===== src/rtl/keyboard_matrix.sv =====
// keyboard_matrix: PS/2 set-2 key events -> ZX Spectrum 8x5 matrix.
// Direct keys are held in phys_r. Multi-key chords for PC-only keys go in a
// separate virt register. The read path ORs the selected rows and is
// registered.
// Optional build macro: KBD_CHORD_EN enables the chord keys (virt register).
// Without it, virt is zero, chord codes are unmapped and every ext=1 code is
// ignored.
// Matrix bit index = row * 5 + column.
module keyboard_matrix (
    input  logic       clock,
    input  logic       reset,
    input  logic       kstb,
    input  logic       pressed,
    input  logic       ext,
    input  logic [7:0] code,
    input  logic [7:0] row,
    output logic [4:0] col,
    output logic       anykey
);

    // Direct lookup: returns {hit, bit index} for a non-extended set-2 code.
    function automatic logic [6:0] direct_lookup(input logic [7:0] c);
        logic [6:0] r;
        case (c)
            8'h12: r = {1'b1, 6'd0};   // CS
            8'h1A: r = {1'b1, 6'd1};   // Z
            8'h22: r = {1'b1, 6'd2};   // X
            8'h21: r = {1'b1, 6'd3};   // C
            8'h2A: r = {1'b1, 6'd4};   // V
            8'h1C: r = {1'b1, 6'd5};   // A
            8'h1B: r = {1'b1, 6'd6};   // S
            8'h23: r = {1'b1, 6'd7};   // D
            8'h2B: r = {1'b1, 6'd8};   // F
            8'h34: r = {1'b1, 6'd9};   // G
            8'h15: r = {1'b1, 6'd10};  // Q
            8'h1D: r = {1'b1, 6'd11};  // W
            8'h24: r = {1'b1, 6'd12};  // E
            8'h2D: r = {1'b1, 6'd13};  // R
            8'h2C: r = {1'b1, 6'd14};  // T
            8'h16: r = {1'b1, 6'd15};  // 1
            8'h1E: r = {1'b1, 6'd16};  // 2
            8'h26: r = {1'b1, 6'd17};  // 3
            8'h25: r = {1'b1, 6'd18};  // 4
            8'h2E: r = {1'b1, 6'd19};  // 5
            8'h45: r = {1'b1, 6'd20};  // 0
            8'h46: r = {1'b1, 6'd21};  // 9
            8'h3E: r = {1'b1, 6'd22};  // 8
            8'h3D: r = {1'b1, 6'd23};  // 7
            8'h36: r = {1'b1, 6'd24};  // 6
            8'h4D: r = {1'b1, 6'd25};  // P
            8'h44: r = {1'b1, 6'd26};  // O
            8'h43: r = {1'b1, 6'd27};  // I
            8'h3C: r = {1'b1, 6'd28};  // U
            8'h35: r = {1'b1, 6'd29};  // Y
            8'h5A: r = {1'b1, 6'd30};  // ENTER
            8'h4B: r = {1'b1, 6'd31};  // L
            8'h42: r = {1'b1, 6'd32};  // K
            8'h3B: r = {1'b1, 6'd33};  // J
            8'h33: r = {1'b1, 6'd34};  // H
            8'h29: r = {1'b1, 6'd35};  // SPACE
            8'h14: r = {1'b1, 6'd36};  // SS (LCtrl)
            8'h3A: r = {1'b1, 6'd37};  // M
            8'h31: r = {1'b1, 6'd38};  // N
            8'h32: r = {1'b1, 6'd39};  // B
            default: r = 7'd0;
        endcase
        return r;
    endfunction

`ifdef KBD_CHORD_EN
    // Chord lookup: returns the two matrix bits a chord key drives.
    function automatic logic [39:0] chord_mask(input logic e, input logic [7:0] c);
        logic [39:0] m;
        m = 40'd0;
        case ({e, c})
            9'h066: begin m[0] = 1'b1; m[20] = 1'b1; end  // Backspace: CS+0
            9'h16B: begin m[0] = 1'b1; m[19] = 1'b1; end  // Left:  CS+5
            9'h172: begin m[0] = 1'b1; m[24] = 1'b1; end  // Down:  CS+6
            9'h175: begin m[0] = 1'b1; m[23] = 1'b1; end  // Up:    CS+7
            9'h174: begin m[0] = 1'b1; m[22] = 1'b1; end  // Right: CS+8
            9'h076: begin m[0] = 1'b1; m[35] = 1'b1; end  // Esc:   CS+SPACE
            default: m = 40'd0;
        endcase
        return m;
    endfunction
`endif

    logic [39:0] phys_r;
    logic [39:0] phys_nxt_s;
    logic [39:0] virt_s;
    logic [39:0] key_s;
    logic        hit_s;
    logic [5:0]  idx_s;
    logic [4:0]  acc_s;
    logic [4:0]  col_nxt_s;
    logic        any_nxt_s;
    logic [4:0]  col_r;
    logic        anykey_r;

`ifdef KBD_CHORD_EN
    logic [39:0] virt_r;
    logic [39:0] virt_nxt_s;
    logic [39:0] cmask_s;

    // Chord state: a chord make sets both its bits, a break clears both.
    always_comb begin
        cmask_s = chord_mask(ext, code);
        if (kstb && (cmask_s != 40'd0)) begin
            if (pressed) begin
                virt_nxt_s = virt_r | cmask_s;
            end else begin
                virt_nxt_s = virt_r & ~cmask_s;
            end
        end else begin
            virt_nxt_s = virt_r;
        end
    end

    // Chord state register.
    always_ff @(posedge clock) begin
        if (reset) begin
            virt_r <= 40'd0;
        end else begin
            virt_r <= virt_nxt_s;
        end
    end

    assign virt_s = virt_r;
`else
    assign virt_s = 40'd0;
`endif

    assign key_s = phys_r | virt_s;

    // Direct state: a mapped non-extended code writes its bit to the make/break value.
    always_comb begin
        {hit_s, idx_s} = direct_lookup(code);
        phys_nxt_s     = phys_r;
        if (kstb && !ext && hit_s) begin
            phys_nxt_s[idx_s] = pressed;
        end else begin
            phys_nxt_s = phys_r;
        end
    end

    // Read path: OR the columns of every row whose select line is low.
    always_comb begin
        acc_s = 5'd0;
        for (int r = 0; r < 8; r++) begin
            if (row[r] == 1'b0) begin
                acc_s = acc_s | key_s[r*5 +: 5];
            end else begin
                acc_s = acc_s;
            end
        end
        col_nxt_s = ~acc_s;
        any_nxt_s = |key_s;
    end

    // Direct key state and registered read outputs.
    always_ff @(posedge clock) begin
        if (reset) begin
            phys_r   <= 40'd0;
            col_r    <= 5'h1F;
            anykey_r <= 1'b0;
        end else begin
            phys_r   <= phys_nxt_s;
            col_r    <= col_nxt_s;
            anykey_r <= any_nxt_s;
        end
    end

    assign col    = col_r;
    assign anykey = anykey_r;

endmodule


===== config.mk =====
export PLATFORM = sky130hd
export DESIGN_NAME = keyboard_matrix
export DESIGN_NICKNAME = d
export VERILOG_FILES = /design/src/rtl/keyboard_matrix.sv
export SDC_FILE = /design/constraint.sdc
export NUM_CORES = 1
export LEC_CHECK = 0
export ABC_AREA = 0
export BUFFER_PORTS_ARGS = -buffer_cell sky130_fd_sc_hd__buf_2
export CELL_PAD_IN_SITES_DETAIL_PLACEMENT = 0
export CELL_PAD_IN_SITES_GLOBAL_PLACEMENT = 1
export CORE_ASPECT_RATIO = 0.9
export CORE_UTILIZATION = 48
export DETAILED_ROUTE_END_ITERATION = 8
export GPL_ROUTABILITY_DRIVEN = 0
export PLACE_DENSITY = 0.9
export SYNTH_ARGS = -nofsm -noshare
export SYNTH_HDL_FRONTEND = slang
export SYNTH_SLANG_ARGS = --single-unit

===== constraint.sdc =====
create_clock -name clock -period 6.45 [get_ports clock]
set_clock_uncertainty 0.05 [all_clocks]
set_input_delay 0.645 -clock clock [delete_from_list [all_inputs] [get_ports clock]]
set_output_delay 0.645 -clock clock [all_outputs]
set_load 0.02 [all_outputs]

==> impl_metrics.tcl, run 1 <==
set metrics [dict create \
    wl_met2_mm 3.97 \
    setup_viol 0 \
    holdBufCountCts 0 \
    cp_cell_sequence "buf_2 > inv_1 > ha_1 > and3b_1 > nand2_1 > o211ai_1 > o41ai_2 > nor4b_2 > a21o_1 > a21oi_1" \
    ys.flop_type "dfxtp_1" \
    powerDensity_mw_per_mm2 171 \
    synth_edf_count 0 \
    synth_area_mm2 0.00313 \
    area_delta_synth_final_pct 6.67 \
    diodes 0 \
    num_vias 3061 \
    dr.pass1.iters 5 \
    yosysTopAreaCell "dfxtp_1" \
    drc 0 \
    criticalPathCategory "in2reg" \
    cts_tree "built" \
    synth_top_family_by_area "simple AND/OR/NAND/NOR gates" \
    yosysWarnings 0 \
    wl_met3_um 599 \
    htree_num_levels 2 \
    yosys-top-cells-area "dfxtp_1 (29%), nand3_1 (6.9%), mux2i_1 (6.1%), a21o_1 (5.8%), inv_1 (5.4%)" \
    grt_overflow 0 \
    ys_ff_latch 46 \
    path_buf_inv 2 \
    peakVddDrop_v 0.000160 \
    cts-root-buf "clkbuf_8" \
    synthXorXnorAreaFrac_pct 0.280 \
    clkLatencyLatePin_ns 0.31 \
    outcome "completed" \
    nets 438 \
    syn-mean-instance-area_um2 7.70 \
    dpl.cell_count 491 \
    numCtsBuffers 5 \
    grt_pass1_vias 2837 \
    hold_violations 0 \
    wirelength_met1_mm 4.08 \
    async_flop_share_pct 0 \
    synth_compound_area_share_pct 25.0 \
    grt_pass1_wl_mm 14.3 \
    cp.arrival_ns 3.70 \
    synth_fp_nets 434 \
    synthAdderAreaFrac_pct 2.40 \
    dieArea_mm2 0.00685 \
    rsz0062_at_grt "false" \
    required_ns 6.58 \
    synth.most_common_cell "dfxtp_1" \
    track_usage_pct 26.8 \
    synthCells 407 \
    die_h_um 78.6 \
    drive_gt1_share_pct 12.6 \
    max_stage_delay_ns 0.95 \
    top_layer "met4" \
    clkSlewWorstSetupHoldPaths_ns 0.10 \
    synthTopCellsByCount "dfxtp_1 (46), inv_1 (45), nand3_1 (43), a21oi_1 (29), nand2_1 (28)" \
    post_drt_wl_per_cell_um 17.6 \
    post-route-period-util_pct 55.3 \
    total_power_w 0.000572 \
    placementRows 27 \
    relSlewSlack_pct 20.4 \
    ant_nets 0 \
    maxCapViolCount 0 \
    postCtsSetupBuffers 0 \
    dp_hpwl_mm 6.24 \
    die_w_um 87.2 \
    critPathMaxFanout 12 \
    period_minus_slack_ns 3.57 \
    io_pins 27 \
    grt_start_max_net_pins 34 \
    cpLargestDelayFamily "simple AND/OR/NAND/NOR gates" \
    fin_tns_setup_ns 0 \
    postRouteWirelength_mm 8.76 \
    cp_slowest_cell "nor4b_2" \
    yosysUniqueCellTypes 59 \
    hold_class "reg2reg" \
    ys_seq_area_share_pct 29.4 \
    crit_path_start_kind "input pin" \
    stdcell_count 499 \
    antenna_found_initial 0 \
    synth_top_area_share_pct 29.4 \
    critPathCaptureType "flip-flop" \
    initial_core_util_pct 50.4 \
    cts_sinks 46 \
    cts_resized 0 \
    pre_cts_ws_ns 2.61 \
    slew_viol_final 0 \
    yosys.area_share.simple_pct 25.9 \
    synthMuxAreaShare_pct 7.15 \
    p_leak_nw 1.23 \
    worst_slew_pin_slew_ns 1.18 \
    clockBufferDepth 2 \
    timing.final.ws_setup_ns 2.88 \
    holdWs_ns 0.442 \
    io_buffer_count 26 \
    timing.fmax_ghz 0.280 \
    vias_per_cell 6.13 \
    core_mm2 0.00622 \
    drtIter0Drc 381 \
    fillers 623 \
]
==> flip-flops by register name, summed over array words and instances (netlist names) <==
signal,cells
key_s,40
col,5
anykey,1
==> tightest hold or removal path: cells and delay by family (launching register included) <==
| family | cells | cell delay (ns) |
|---|---|---|
| multiplexers | 1 | 0.06 |
| AND/OR/NAND/NOR | 1 | 0.06 |
| flip-flops | 1 | 0.34 |
==> power breakdown <==
| group | leakage (nW) | internal (W) | switching [W] |
|---|---|---|---|
| Sequential | 0.371 | 0.000284 | 0.000000334 |
| Clock | 0.0506 | 0.0000812 | 0.000113 |
| Combinational | 0.810 | 0.0000298 | 0.0000634 |
==> metrics by stage <==
stage                     utilization, %  cell area (um^2)
after global routing                53.8              3340
after global placement              52.2              3240
after CTS                           53.8              3340
after floorplan                        -              3130
after detailed placement            52.2              3240
final                               53.8              3340
==> cell usage in the layout, fill, tap and decap left out, types with 3 or more instances in the layout <==
cell type / Yosys / layout
dfxtp_1: 46 / 46
inv_1: 45 / 45
nand3_1: 43 / 43
a21oi_1: 29 / 29
nand2_1: 28 / 28
buf_2: 17 / 26
a21o_1: 24 / 24
o22ai_1: 21 / 21
mux2i_1: 19 / 19
nor2_1: 12 / 12
nor4_1: 11 / 10
o21ai_0: 7 / 7
nand2b_1: 6 / 6
nor2b_1: 6 / 6
ha_1: 6 / 6
o41ai_1: 5 / 5
clkbuf_8: 0 / 5
a31oi_1: 4 / 4
o211ai_1: 3 / 3
and3b_1: 3 / 3
a211oi_1: 3 / 3
mux2_2: 3 / 3
nor3b_1: 3 / 3
nor4b_1: 3 / 3
o32ai_1: 3 / 3
and2_1: 3 / 3
nand4_1: 3 / 3
nor3_2: 3 / 3
==> metal layers <==
metal	vias to the layer above	global-route usage (%)
li1	1487	-
met1	1439	38.1
met2	121	40.6
met3	14	5.99
met4	0	7.21
met5	-	0
==> layout make-up <==
| type | count | area, um^2 | area share (%) |
|---|---|---|---|
| Inverter | 45 | 169 | 5.05 |
| Clock inverter | 3 | 28.8 | 0.861 |
| Tap cell | 87 | 109 | 3.26 |
| Multi-Input combinational cell | 286 | 1910 | 57.1 |
| Sequential cell | 46 | 921 | 27.6 |
| Clock buffer | 5 | 68.8 | 2.06 |
| Timing Repair Buffer | 27 | 138 | 4.12 |
==> worst paths after layout <==
check	startpoint	end	slack, ns	cells after the start
hold reg to reg	key_s[10]	key_s[10]	0.44	2
setup reg to reg	key_s[32]	anykey	5.05	4
setup / recovery	code[1]	key_s[0]	2.88	10
hold / removal	key_s[10]	key_s[10]	0.44	2
==> cell families after synthesis <==
| group | Yosys count |
|---|---|
| multiplexers | 22 |
| buffers and inverters | 75 |
| flip-flops | 46 |
| AND/OR/NAND/NOR | 142 |
| adder cells (fa/ha/maj) | 6 |
| AO/OA/AOI/OAI | 115 |
| XOR/XNOR | 1 |
(Power assumes the default switching activity.)
==> inputs of run 2 (changes only) <==
Settings changed: CORE_UTILIZATION 48 to 40, PLACE_DENSITY 0.9 to 0.81.
Clock period 6.45 ns to 3.2 ns, I/O delays scaled along.
==> run 2 against run 1 <==
Against the previous run:
- register-to-register slack got worse by 3.2 ns
- cell count rose by 4.0%
- sequential share of layout area fell by 0.67 points
- core utilization fell by 8.4 points
- die area rose by 19%
- cell area rose by 2.5%
- worst setup slack got worse by 2.4 ns
- clock power rose by 76%
- largest power group unchanged
==> impl_metrics.tcl, run 2 (synthesis results as in run 1) <==
set metrics [dict create \
    htree_num_levels 2 \
    antenna_found_initial 0 \
    cts_resized 0 \
    placementRows 30 \
    hold_violations 0 \
    powerDensity_mw_per_mm2 324 \
    dp_hpwl_mm 6.44 \
    holdWs_ns 0.379 \
    vias_per_cell 5.95 \
    fillers 754 \
    hp-start "row[5]" \
    crit_path_start_kind "input pin" \
    grt_pass1_vias 2673 \
    postRouteWirelength_mm 8.74 \
    setup_viol 0 \
    clkLatencyLatePin_ns 0.30 \
    diodes 0 \
    area_delta_synth_final_pct 9.35 \
    period_minus_slack_ns 2.69 \
    outcome "completed" \
    die_h_um 86.0 \
    grt_pass1_wl_mm 13.8 \
    grt_start_max_net_pins 34 \
    ant_nets 0 \
    drtIter0Drc 201 \
    core_mm2 0.00754 \
    dr.pass1.iters 5 \
    post_drt_wl_per_cell_um 16.8 \
    slew_viol_final 0 \
    cts-root-buf "clkbuf_8" \
    drive_gt1_share_pct 14.7 \
    track_usage_pct 21.9 \
    hold_depth 3 \
    cts_tree "built" \
    rr_worst_depth 4 \
    rsz0062_at_grt "false" \
    critPathMaxFanout 12 \
    required_ns 3.31 \
    critPathCaptureType "flip-flop" \
    maxCapViolCount 0 \
    layout_common_cells "dfxtp_1 (46), inv_1 (45), nand3_1 (43)" \
    post-route-period-util_pct 84.0 \
    criticalPathCategory "in2reg" \
    initial_core_util_pct 41.5 \
    clkSlewWorstSetupHoldPaths_ns 0.08 \
    io_buffer_count 26 \
    largest_reg_flops 40 \
    dieArea_mm2 0.00819 \
    mostFrequentLayoutCell "dfxtp_1" \
    ff_latch_area_um2 921 \
    clockBufferDepth 2 \
    holdBufCountCts 0 \
    die_w_um 95.3 \
    timing.fmax_ghz 0.372 \
    relSlewSlack_pct 65.0 \
    fin_tns_setup_ns 0 \
    io_pins 27 \
    reg2reg_to "anykey" \
    worst_slew_pin_slew_ns 0.525 \
    hold_class "in2reg" \
    postCtsSetupBuffers 0 \
    multi_input_area_mm2 0.00191 \
    min_to "col[1]" \
    r2r_start "key_s[32]" \
    nets 450 \
    drc 0 \
    cts_sinks 46 \
    rrSetupSlack_ns 1.82 \
    peakVddDrop_v 0.000251 \
    grt_overflow 0 \
    cp.arrival_ns 2.80 \
    numCtsBuffers 5 \
    num_vias 3086 \
    p_leak_nw 1.28 \
]
run 2: per-stage QoR:
stage	area (um^2)	power, W	setup WS [ns]	instances	utilization, %
global route	3430	0.00116	0.344	519	45.4
floorplan	3130	0.000720	0.477	407	-
finish	3430	0.00111	0.512	519	45.4
CTS	3430	0.00112	0.532	519	45.4
detailed placement	3350	0.000779	0.213	512	44.3
global placement	3350	0.000779	0.217	512	44.3
run 2: worst max-delay path by stage:
stage                        from        end  slack, ns  cells past startpoint
after CTS                 code[1]   key_s[8]       0.53                     10
after global routing      code[1]  key_s[10]       0.34                     10
final                     code[1]  key_s[11]       0.51                     10
after global placement    code[1]  key_s[10]       0.22                     10
after detailed placement  code[1]  key_s[11]       0.21                     10
after floorplan           code[1]  key_s[32]       0.48                     10
run 2: where the power goes:
part | internal, W | total [W] | switching (W) | leakage, nW
clock network | 0.000150 | 0.000341 | 0.000191 | 0.0373
logic | 0.0000674 | 0.000196 | 0.000129 | 0.871
registers | 0.000573 | 0.000573 | 0.000000623 | 0.371
run 2: area by class of cell:
cell class	instances	share of cell area, %
inverters	45	4.93
multi-input cells	286	55.7
clock buffers	6	2.12
repair buffers	39	6.65
clock inverters	1	0.219
flip-flops and latches	46	26.9
well taps	96	3.51
run 2: metal layers:
metal	GRT usage, %	wire (um)	up-vias	part of all wire [%]
met3	3.99	616	14	7.1
li1	-	-	1508	-
met5	0	0	-	0
met2	32.7	3900	121	45
met4	7.85	167	0	1.9
met1	31.1	4050	1443	46
run 2: critical path: stages:
cell      delay, ns
buf_2          0.20
inv_1          0.12
ha_1           0.39
mux2_2         0.30
o221a_2        0.23
a211oi_1       0.26
or4_4          0.21
o311a_1        0.47
nand3_1        0.16
mux2i_1        0.15
